### src/rtl/bitwise_bist.sv
// Exhaustive self-test driver for an N-bit bitwise gate: walks all A/B pairs, checks the result.
// Two cycles per vector (drive, then sample); start is ignored while busy, no backpressure.
module bitwise_bist #(
  parameter int N = 4
) (
  input  logic           clk,
  input  logic           rst,
  input  logic           start,
  input  logic [1:0]     op,
  output logic [N-1:0]   a_out,
  output logic [N-1:0]   b_out,
  input  logic [N-1:0]   s_in,
  output logic           busy,
  output logic           done,
  output logic           pass,
  output logic [2*N:0]   err_count,
  output logic [N-1:0]   fail_a,
  output logic [N-1:0]   fail_b,
  output logic [N-1:0]   fail_s
);

  localparam int VW = 2 * N;
  localparam logic [VW-1:0] VEC_ONE = {{(VW-1){1'b0}}, 1'b1};
  localparam logic [VW:0]   ERR_ONE = {{VW{1'b0}}, 1'b1};

  typedef enum logic [1:0] {
    S_IDLE   = 2'd0,
    S_SETTLE = 2'd1,
    S_SAMPLE = 2'd2,
    S_DONE   = 2'd3
  } state_t;

  state_t        state_q, state_d;
  logic [VW-1:0] vec_q, vec_d;
  logic [1:0]    op_q, op_d;
  logic [VW:0]   err_q, err_d;
  logic [N-1:0]  fail_a_q, fail_a_d;
  logic [N-1:0]  fail_b_q, fail_b_d;
  logic [N-1:0]  fail_s_q, fail_s_d;
  logic          ff_q, ff_d;

  logic [N-1:0]  a_cur, b_cur, expected;
  logic          mismatch;

  assign a_cur = vec_q[VW-1:N];
  assign b_cur = vec_q[N-1:0];

  always_comb begin
    expected = '0;
    case (op_q)
      2'b00:   expected = a_cur & b_cur;
      2'b01:   expected = a_cur | b_cur;
      2'b10:   expected = a_cur ^ b_cur;
      default: expected = ~(a_cur & b_cur);
    endcase
    // Mismatch unless equality is positively established, so X/Z on s_in counts as a failure.
    mismatch = 1'b1;
    if (s_in == expected) mismatch = 1'b0;
  end

  always_comb begin
    state_d  = state_q;
    vec_d    = vec_q;
    op_d     = op_q;
    err_d    = err_q;
    fail_a_d = fail_a_q;
    fail_b_d = fail_b_q;
    fail_s_d = fail_s_q;
    ff_d     = ff_q;
    case (state_q)
      S_IDLE, S_DONE: begin
        if (start) begin
          op_d     = op;
          vec_d    = '0;
          err_d    = '0;
          fail_a_d = '0;
          fail_b_d = '0;
          fail_s_d = '0;
          ff_d     = 1'b0;
          state_d  = S_SETTLE;
        end
      end
      S_SETTLE: state_d = S_SAMPLE;
      S_SAMPLE: begin
        if (mismatch) begin
          err_d = err_q + ERR_ONE;
          if (!ff_q) begin
            fail_a_d = a_cur;
            fail_b_d = b_cur;
            fail_s_d = s_in;
            ff_d     = 1'b1;
          end
        end
        if (vec_q == {VW{1'b1}}) begin
          state_d = S_DONE;
        end else begin
          vec_d   = vec_q + VEC_ONE;
          state_d = S_SETTLE;
        end
      end
      default: state_d = S_IDLE;
    endcase
  end

  always_ff @(posedge clk) begin
    if (rst) begin
      state_q  <= S_IDLE;
      vec_q    <= '0;
      op_q     <= '0;
      err_q    <= '0;
      fail_a_q <= '0;
      fail_b_q <= '0;
      fail_s_q <= '0;
      ff_q     <= 1'b0;
    end else begin
      state_q  <= state_d;
      vec_q    <= vec_d;
      op_q     <= op_d;
      err_q    <= err_d;
      fail_a_q <= fail_a_d;
      fail_b_q <= fail_b_d;
      fail_s_q <= fail_s_d;
      ff_q     <= ff_d;
    end
  end

  assign a_out     = a_cur;
  assign b_out     = b_cur;
  assign busy      = (state_q == S_SETTLE) || (state_q == S_SAMPLE);
  assign done      = (state_q == S_DONE);
  assign pass      = done && (err_q == '0);
  assign err_count = err_q;
  assign fail_a    = fail_a_q;
  assign fail_b    = fail_b_q;
  assign fail_s    = fail_s_q;

endmodule
### config.mk
export PLATFORM = sky130hd
export DESIGN_NAME = bitwise_bist
export DESIGN_NICKNAME = d
export VERILOG_FILES = /design/src/rtl/bitwise_bist.sv
export SDC_FILE = /design/constraint.sdc
export NUM_CORES = 1
export LEC_CHECK = 0
export BUFFER_PORTS_ARGS = -buffer_cell sky130_fd_sc_hd__clkbuf_2
export CAP_MARGIN = 0
export CORE_ASPECT_RATIO = 1.25
export CORE_MARGIN = 1
export CORE_UTILIZATION = 35
export CTS_CLUSTER_SIZE = 40
export DETAILED_ROUTE_END_ITERATION = 12
export PLACE_DENSITY = 0.55
export SYNTH_ARGS = -nofsm -noshare
export SYNTH_HDL_FRONTEND = slang
export SYNTH_SLANG_ARGS = --single-unit
### constraint.sdc
create_clock -name clk -period 5.45 [get_ports clk]
set_input_delay 0.2725 -clock clk [delete_from_list [all_inputs] [get_ports clk]]
set_output_delay 0.2725 -clock clk [all_outputs]
set_load 0.1 [all_outputs]
==> flow_metrics.env, run 1 <==
export IMPL_grt_max_degree=31
export IMPL_placed_area_um2=2290
export IMPL_grt_pass1_vias=1544
export IMPL_reg2reg_to="err_count[6]"
export IMPL_viasPerCell=5.34
export IMPL_internal_power_w=0.000528
export IMPL_setup_ws_ps=2710
export IMPL_grt_pass1_wl_mm=7.85
export IMPL_combPwrFrac_pct=44.4
export IMPL_fin_total_pwr_w=0.000977
export IMPL_cp_arrival_ps=2930
export IMPL_fin_nets=298
export IMPL_fillers=612
export IMPL_rr_worst_depth=6
export IMPL_ff2ff_setup_slack_ps=2710
export IMPL_drc_errors=2
export IMPL_setup_viol=0
export IMPL_place_ws_ps=2730
export IMPL_htree_levels=2
export IMPL_synth_enable_flop_cells=0
export IMPL_path_clk_slew_ps=60
export IMPL_ys_warnings_count=0
export IMPL_synth_area_um2=2090
export IMPL_maxCapViolCount=0
export IMPL_violations="DRC"
export IMPL_design_area_um2=2400
export IMPL_coreArea_um2=5780
export IMPL_place_congestion=0.760
export IMPL_pwr_density_cell_nw_per_um2=406
export IMPL_ir_worst_vdd_v=0.000244
export IMPL_final_layout_size_suffix_gt1_share_pct=22.3
export IMPL_synth_cell_type_count=46
export IMPL_final_common_cell="clkbuf_2"
export IMPL_p_clk_share_pct=25.1
export IMPL_clock_skew_ps=13.5
export IMPL_routed_via_count=1815
export IMPL_postSynth_asyncResetShare_pct=0
export IMPL_die_area_um2=6300
export IMPL_cts_buffer_depth=2
export IMPL_slew_limit_headroom_pct=42.1
export IMPL_post_drt_wl_per_cell_um=14.4
export IMPL_final_cell_mix="clkbuf_2 (40), dfxtp_1 (34), a21oi_1 (24)"
export IMPL_p_sw_w=0.000450
export IMPL_hold_path_end="op_q[1]"
export IMPL_power_share_sequential_pct=30.5
export IMPL_start_util_pct=36.2
export IMPL_worstPathRequired_ps=5640
export IMPL_cts_sinks=34
export IMPL_hold_class="primary input to flop"
export IMPL_chipHeight_um=88.5
export IMPL_seq_area_frac_synth_pct=32.5
export IMPL_cts_resized=0
export IMPL_synth_ff_type="dfxtp_1"
export IMPL_p_leak_nw=1.03
export IMPL_firstDrtPassIters=8
export IMPL_min_from="op[1]"
export IMPL_wirelength_mm=4.88
export IMPL_fp_row_count=31
export IMPL_clk_latency_ps=290
export IMPL_drt_iter0_drc=89
export IMPL_die_x_um=71.2
export IMPL_root_buffer="clkbuf_8"
export IMPL_cp_end_kind="flop"
export IMPL_synth_seq_cells=34
export IMPL_antenna_found_initial=0
export IMPL_grt_usage_pct=16.1
export IMPL_rsz0062_at_grt="no"
export IMPL_outcome="complete, but fails checks"
export IMPL_areaGrowthSynthToFinish_pct=14.9
export IMPL_fin_crit_ps=2740
export IMPL_drv_slew=0
export IMPL_finalHoldViolCount=0
export IMPL_hold_ws_ps=227
export IMPL_finalSetupTns_ps=0
export IMPL_hpwlAfterDp_mm=3.51
export IMPL_crit_path_start_kind="flop"
export IMPL_post_cts_repair_setup_buffers=0
export IMPL_avgSynthCellArea_um2=8.69
export IMPL_cts_buffers=5
export IMPL_io_pins=41
export IMPL_tritoncts="done"
export IMPL_r2r_start="state_q[0]"
export IMPL_num_antenna_cells=0
export IMPL_synthCells=241
export IMPL_worstMarginPinSlew_ps=869
export IMPL_io_buffers=40
export IMPL_syn_nets=265
export IMPL_worst_path_max_fanout=26
export IMPL_fmax_mhz=365
export IMPL_p_sw_share_pct=46.0
export IMPL_post_route_period_util_pct=50.3
export IMPL_grt_overflow=0
export IMPL_antenna_left=0
export IMPL_whs_path_depth=3
export IMPL_path_class="flop to flop"
export IMPL_cts_hold_buf=0
-- final cells by class --
type / count / area (um^2) / area share (%)
flip-flops and latches: 34 / 681 / 28.3
inverters: 14 / 52.6 / 2.19
clock inverters: 1 / 30.0 / 1.25
multi-input cells: 179 / 1280 / 53.1
clock buffers: 6 / 82.6 / 3.43
repair buffers: 40 / 200 / 8.32
well taps: 66 / 82.6 / 3.43
-- critical path, stage by stage (launching register included) --
cell,delay [ps]
dfxtp_1,350
inv_1,70
ha_1,720
a21boi_0,290
a41oi_2,680
a41oi_1,230
a311oi_2,290
-- power by group through the flow --
stage                     Combinational (W)  Sequential, W  Clock, W
after floorplan                    0.000331       0.000349         0
after global placement             0.000435       0.000304         0
after detailed placement           0.000437       0.000305         0
after CTS                          0.000437       0.000299  0.000249
after global routing               0.000469       0.000303  0.000259
final                              0.000434       0.000298  0.000245
-- cells by family after synthesis --
logic type | Yosys count | synth area share, %
xor gates and xnor gates | 10 | 4.18
muxes | 4 | 1.91
and+or+nand+nor | 90 | 25.0
DFF | 34 | 32.5
AOI/OAI and AO/OA | 60 | 20.9
adders and majority gates | 15 | 8.97
buffers and inverters | 28 | 6.51
-- flip-flops by register name, summed over array words and instances (netlist names) --
name and count:
fail_b 4, fail_s 4, fail_a 4, vec_q 8, op_q 2, err_count 9, ff_q 1, state_q 2
-- cell usage after synthesis (all sizes together) (2+ instances only) --
library cell   n  share of area [%]
dfxtp         34                 33
clkbuf         9                1.6
nor4           2               0.60
nand2         15                2.7
nor2b          6                1.8
nand3b         2               0.72
and3           3               0.90
buf            5                2.4
a41o          12                5.7
nand3         15                3.6
nand4          2               0.90
and2b          2               0.72
o31ai          2               0.72
nand4b         2               0.84
inv           14                2.5
and4           2               0.84
nor2           9                1.7
ha            15                9.0
a41oi          2                1.2
a21oi         26                6.6
nand2b        20                6.1
nor3b          3                1.1
a31oi          2               0.60
xnor2         10                4.2
mux2i          4                1.9
nor3           4                1.4
o21ai          9                2.9
-- metrics by stage --
step	util (%)	instances
after CTS	41.6	340
after detailed placement	39.7	333
after floorplan	-	241
final	41.6	340
after global routing	41.6	340
after global placement	39.7	333
-- routing by layer --
metal,vias up,GRT usage (%),share of wire [%]
li1,931,-,-
met1,846,20.2,46
met2,31,27.3,49
met3,7,3.64,3.3
met4,0,5.45,1.4
met5,-,0,0
-- worst max path at each step --
| stage | start | endpoint | slack, ps | depth (start not counted) |
|---|---|---|---|---|
| 2_1_floorplan | state_q[0] | pass | 990 | 3 |
| 3_3_place_gp | state_q[0] | err_count[6] | 2700 | 6 |
| 3_5_place_dp | state_q[0] | err_count[6] | 2730 | 6 |
| 4_1_cts | state_q[0] | err_count[6] | 2700 | 6 |
| 5_1_grt | state_q[0] | err_count[6] | 2460 | 6 |
| 6_report | state_q[0] | err_count[6] | 2710 | 6 |
Note: power is estimated with default switching activity, not from simulation.
==> inputs of run 2 (changes only) <==
- PLACE_DENSITY: 0.55 -> 0.57
- clock period: 5.45 -> 2.35 ns (I/O delays scaled with it)
==> run 2 against run 1 <==
Against the previous run: the flow still finishes with violations (DRC); non-clock buffer count rose by 12; critical path depth fell by 1; die area unchanged; first-iteration DRC count grew 20%; maximum frequency grew 30%; register-to-register slack lost 2500 ps; via count increased by 3.6%; critical endpoint is now fail_s[2]; largest cell class unchanged.
==> flow_metrics.env, run 2 (same netlist as run 1, synthesis figures left out) <==
export IMPL_outcome="complete, but fails checks"
export IMPL_violations="DRC"
export IMPL_cp_end_kind="flop"
export IMPL_rr_worst_depth=5
export IMPL_firstDrtPassIters=8
export IMPL_io_pins=41
export IMPL_slew_limit_headroom_pct=41.5
export IMPL_startpoint="state_q[0]"
export IMPL_grt_max_degree=30
export IMPL_min_from="op[0]"
export IMPL_die_x_um=71.2
export IMPL_hold_class="primary input to flop"
export IMPL_drv_slew=0
export IMPL_htree_levels=2
export IMPL_hold_ws_ps=73.9
export IMPL_coreArea_um2=5780
export IMPL_setup_viol=0
export IMPL_r2r_start="state_q[0]"
export IMPL_path_clk_slew_ps=70
export IMPL_p_leak_nw=1.08
export IMPL_cts_resized=0
export IMPL_worstMarginPinSlew_ps=876
export IMPL_rsz0062_at_grt="no"
export IMPL_hpwlAfterDp_mm=3.81
export IMPL_finalHoldViolCount=0
export IMPL_path_class="flop to flop"
export IMPL_final_cell_mix="clkbuf_2 (40), a21oi_1 (24), dfxtp_1 (24)"
export IMPL_pwr_density_cell_nw_per_um2=943
export IMPL_post_cts_repair_setup_buffers=0
export IMPL_grt_usage_pct=17.5
export IMPL_fp_row_count=31
export IMPL_viasPerCell=5.33
export IMPL_hold_path_end="op_q[0]"
export IMPL_cts_buffer_depth=2
export IMPL_antenna_found_initial=0
export IMPL_drt_iter0_drc=107
export IMPL_cts_hold_buf=0
export IMPL_fin_crit_ps=2110
export IMPL_cts_sinks=34
export IMPL_fillers=609
export IMPL_antenna_left=0
export IMPL_worst_path_max_fanout=12
export IMPL_post_route_period_util_pct=89.6
export IMPL_grt_pass1_vias=1713
export IMPL_drc_errors=4
export IMPL_areaGrowthSynthToFinish_pct=20.9
export IMPL_cts_buffers=5
export IMPL_place_congestion=0.829
export IMPL_final_layout_size_suffix_gt1_share_pct=30.3
export IMPL_fin_nets=310
export IMPL_largest_reg_flops=9
export IMPL_chipHeight_um=88.5
export IMPL_reg2reg_to="fail_s[2]"
export IMPL_ir_worst_vdd_v=0.000609
export IMPL_fin_total_pwr_w=0.00239
export IMPL_grt_overflow=0
export IMPL_worstPathRequired_ps=2580
export IMPL_root_buffer="clkbuf_8"
export IMPL_grt_pass1_wl_mm=8.55
export IMPL_crit_path_start_kind="flop"
export IMPL_fmax_mhz=475
export IMPL_io_buffers=40
export IMPL_clk_latency_ps=290
export IMPL_clock_skew_ps=7.42
export IMPL_post_drt_wl_per_cell_um=14.7
export IMPL_die_area_um2=6300
export IMPL_whs_path_depth=3
export IMPL_final_common_cell="clkbuf_2"
export IMPL_num_antenna_cells=0
export IMPL_start_util_pct=36.2
export IMPL_routed_via_count=1880
export IMPL_wirelength_mm=5.18
export IMPL_ff2ff_setup_slack_ps=240
export IMPL_tritoncts="done"
export IMPL_cp_arrival_ps=2340
export IMPL_maxCapViolCount=0
run 2: per-stage QoR:
stage | utilization, % | instance area [um^2] | setup TNS (ps) | setup WS [ps] | cells
2_1_floorplan | - | 2130 | -54.2 | -54.2 | 241
3_3_place_gp | 41.8 | 2420 | 0 | 270 | 345
3_5_place_dp | 41.8 | 2420 | 0 | 235 | 345
4_1_cts | 43.8 | 2530 | 0 | 208 | 353
5_1_grt | 43.8 | 2530 | 0 | 22.5 | 353
6_report | 43.8 | 2530 | 0 | 244 | 353
run 2: layout make-up:
| cell class | count | area [um^2] | area share, % |
|---|---|---|---|
| clock buffer | 5 | 68.8 | 2.72 |
| clock inverter | 3 | 45.0 | 1.78 |
| inverter | 14 | 56.3 | 2.23 |
| multi-input combinational | 179 | 1290 | 51.1 |
| sequential | 34 | 693 | 27.4 |
| tap | 66 | 82.6 | 3.26 |
| timing repair buffer | 52 | 290 | 11.5 |
run 2: critical path: stages (launching register included):
cell     delay [ps]
dfxtp_1         350
inv_1            70
ha_1            390
buf_4           240
nor2b_1         710
a41o_1          280
run 2: how the worst max path moves through the flow:
stage,to,cells after the start
finish,fail_s[2],5
global route,fail_s[2],5
CTS,fail_s[2],5
detailed placement,fail_s[2],5
global placement,fail_b[2],5
floorplan,pass,3
run 2: power by group:
group | switching (W) | internal [W] | total [W]
registers | 0.0000642 | 0.000623 | 0.000687
clock network | 0.000243 | 0.000316 | 0.000559
logic | 0.000781 | 0.000360 | 0.00114
run 2: routing by layer:
layer	GRT usage, %	routed length (um)	vias to the layer above
met5	0	0	-
met3	3.87	147	6
met2	30.0	2560	29
met4	5.45	59	0
li1	-	-	952
met1	22.1	2410	893
==> inputs of run 3 (changes only) <==
- CAP_MARGIN: 0 -> default
- PLACE_DENSITY: 0.57 -> default
==> run 3 against run 2 <==
Against the previous run: the run still ends with DRC left; critical path type unchanged; total power barely moved; setup slack got worse by 88 ps; non-clock buffer count rose by 1; clock-buffer cell count rose by 1; sequential power fell by 0.6%; die area did not move; largest power group unchanged; via count did not move; clock skew rose by 1.7 ps; first-iteration DRC count fell by 24%; clock power fell by 0.9%; critical path depth rose by 4; maximum frequency fell by 4.0%.
==> flow_metrics.env, run 3 (same netlist as run 1, synthesis figures left out) <==
export IMPL_chipHeight_um=88.5
export IMPL_reg2reg_to="vec_q[7]"
export IMPL_die_x_um=71.2
export IMPL_min_from="op[1]"
export IMPL_internal_power_w=0.00132
export IMPL_slew_limit_headroom_pct=40.7
export IMPL_root_buffer="clkbuf_8"
export IMPL_start_util_pct=36.2
export IMPL_htree_levels=2
export IMPL_whs_path_depth=3
export IMPL_place_ws_ps=176
export IMPL_final_common_cell="clkbuf_2"
export IMPL_routed_via_count=1880
export IMPL_cts_hold_buf=0
export IMPL_hold_path_end="op_q[1]"
export IMPL_wirelength_mm=5.09
export IMPL_cts_resized=0
export IMPL_fillers=569
export IMPL_grt_usage_pct=17.8
export IMPL_place_congestion=0.832
export IMPL_path_clk_slew_ps=70
export IMPL_clock_skew_ps=9.10
export IMPL_fin_nets=311
export IMPL_utilization_pct=44.1
export IMPL_setup_ws_ps=156
export IMPL_worst_path_max_fanout=7
export IMPL_crit_path_start_kind="flop"
export IMPL_placed_area_um2=2440
export IMPL_hold_ws_ps=60.2
export IMPL_post_drt_wl_per_cell_um=14.4
export IMPL_final_cell_mix="clkbuf_2 (40), a21oi_1 (24), dfxtp_1 (24)"
export IMPL_cp_arrival_ps=2400
export IMPL_ff2ff_setup_slack_ps=160
export IMPL_final_layout_size_suffix_gt1_share_pct=30.3
export IMPL_areaGrowthSynthToFinish_pct=21.8
export IMPL_grt_max_degree=30
export IMPL_num_antenna_cells=0
export IMPL_rr_worst_depth=9
export IMPL_largest_reg_flops=9
export IMPL_rsz0062_at_grt="no"
export IMPL_cts_buffer_depth=2
export IMPL_firstDrtPassIters=8
export IMPL_grt_pass1_vias=1794
export IMPL_ir_worst_vdd_v=0.000735
export IMPL_pwr_density_cell_nw_per_um2=937
export IMPL_fp_row_count=31
export IMPL_die_area_um2=6300
export IMPL_path_class="flop to flop"
export IMPL_fin_crit_ps=2190
export IMPL_violations="DRC"
export IMPL_worstMarginPinSlew_ps=888
export IMPL_tritoncts="done"
export IMPL_grt_pass1_wl_mm=8.79
export IMPL_design_area_um2=2550
export IMPL_antenna_found_initial=0
export IMPL_cts_buffers=5
export IMPL_coreArea_um2=5780
export IMPL_post_cts_repair_setup_buffers=0
export IMPL_post_route_period_util_pct=93.4
export IMPL_p_clk_share_pct=23.2
export IMPL_io_buffers=40
export IMPL_combPwrFrac_pct=48.2
export IMPL_cp_end_kind="flop"
export IMPL_antenna_left=0
export IMPL_fmax_mhz=456
export IMPL_setup_viol=0
export IMPL_p_sw_w=0.00107
export IMPL_outcome="complete, but fails checks"
export IMPL_viasPerCell=5.33
export IMPL_startpoint="state_q[0]"
export IMPL_hold_class="primary input to flop"
export IMPL_r2r_start="state_q[0]"
export IMPL_drc_errors=6
export IMPL_drv_slew=0
export IMPL_hpwlAfterDp_mm=3.72
export IMPL_finalHoldViolCount=0
export IMPL_drt_iter0_drc=81
export IMPL_grt_overflow=0
export IMPL_maxCapViolCount=0
export IMPL_power_share_sequential_pct=28.6
export IMPL_io_pins=41
export IMPL_p_leak_nw=1.10
export IMPL_worstPathRequired_ps=2560
export IMPL_p_sw_share_pct=44.8
export IMPL_cts_sinks=34
export IMPL_clk_latency_ps=290
## run 3: power groups by stage
stage | combinational, W | sequential (W) | clock (W)
after floorplan | 0.000787 | 0.000813 | 0
after global placement | 0.00114 | 0.000696 | 0
after detailed placement | 0.00115 | 0.000698 | 0
after CTS | 0.00116 | 0.000684 | 0.000565
after global routing | 0.00125 | 0.000692 | 0.000593
final | 0.00115 | 0.000683 | 0.000554
## run 3: area by class of cell
type / count / area, um^2 / share of cell area [%]
Clock buffer: 6 / 82.6 / 3.24
Clock inverter: 1 / 30.0 / 1.18
Inverter: 14 / 56.3 / 2.21
Multi-Input combinational cell: 179 / 1290 / 50.8
Sequential cell: 34 / 693 / 27.2
Tap cell: 66 / 82.6 / 3.24
Timing Repair Buffer: 53 / 310 / 12.2
## run 3: metrics by stage
stage / std cells / TNS (ps) / total power, W
3_3_place_gp: 346 / 0 / 0.00184
4_1_cts: 353 / 0 / 0.00241
2_1_floorplan: 241 / -54.2 / 0.00160
5_1_grt: 353 / 0 / 0.00253
6_report: 353 / 0 / 0.00239
3_5_place_dp: 346 / 0 / 0.00185
## run 3: worst max path at each step
stage	cells after the start	endpoint
detailed placement	9	vec_q[7]
finish	9	vec_q[7]
CTS	9	vec_q[7]
global route	9	vec_q[7]
floorplan	3	pass
global placement	9	vec_q[7]
## run 3: routing by layer
layer  share of wire [%]  vias to the layer above  GRT usage [%]
li1                    -                      951              -
met2                  48                       46           31.2
met5                   0                        -              0
met4                 1.6                        0           5.82
met3                 3.4                        9           2.96
met1                  47                      874           22.2
## run 3: worst max-delay path, cell delays in order (launching register included)
cell and delay (ps):
dfxtp_1 420, inv_1 70, ha_1 410, nand2b_2 120, nand2b_1 120, nor2_2 160
and4_1 300, nand2_1 90, or3_1 310, a21oi_1 140
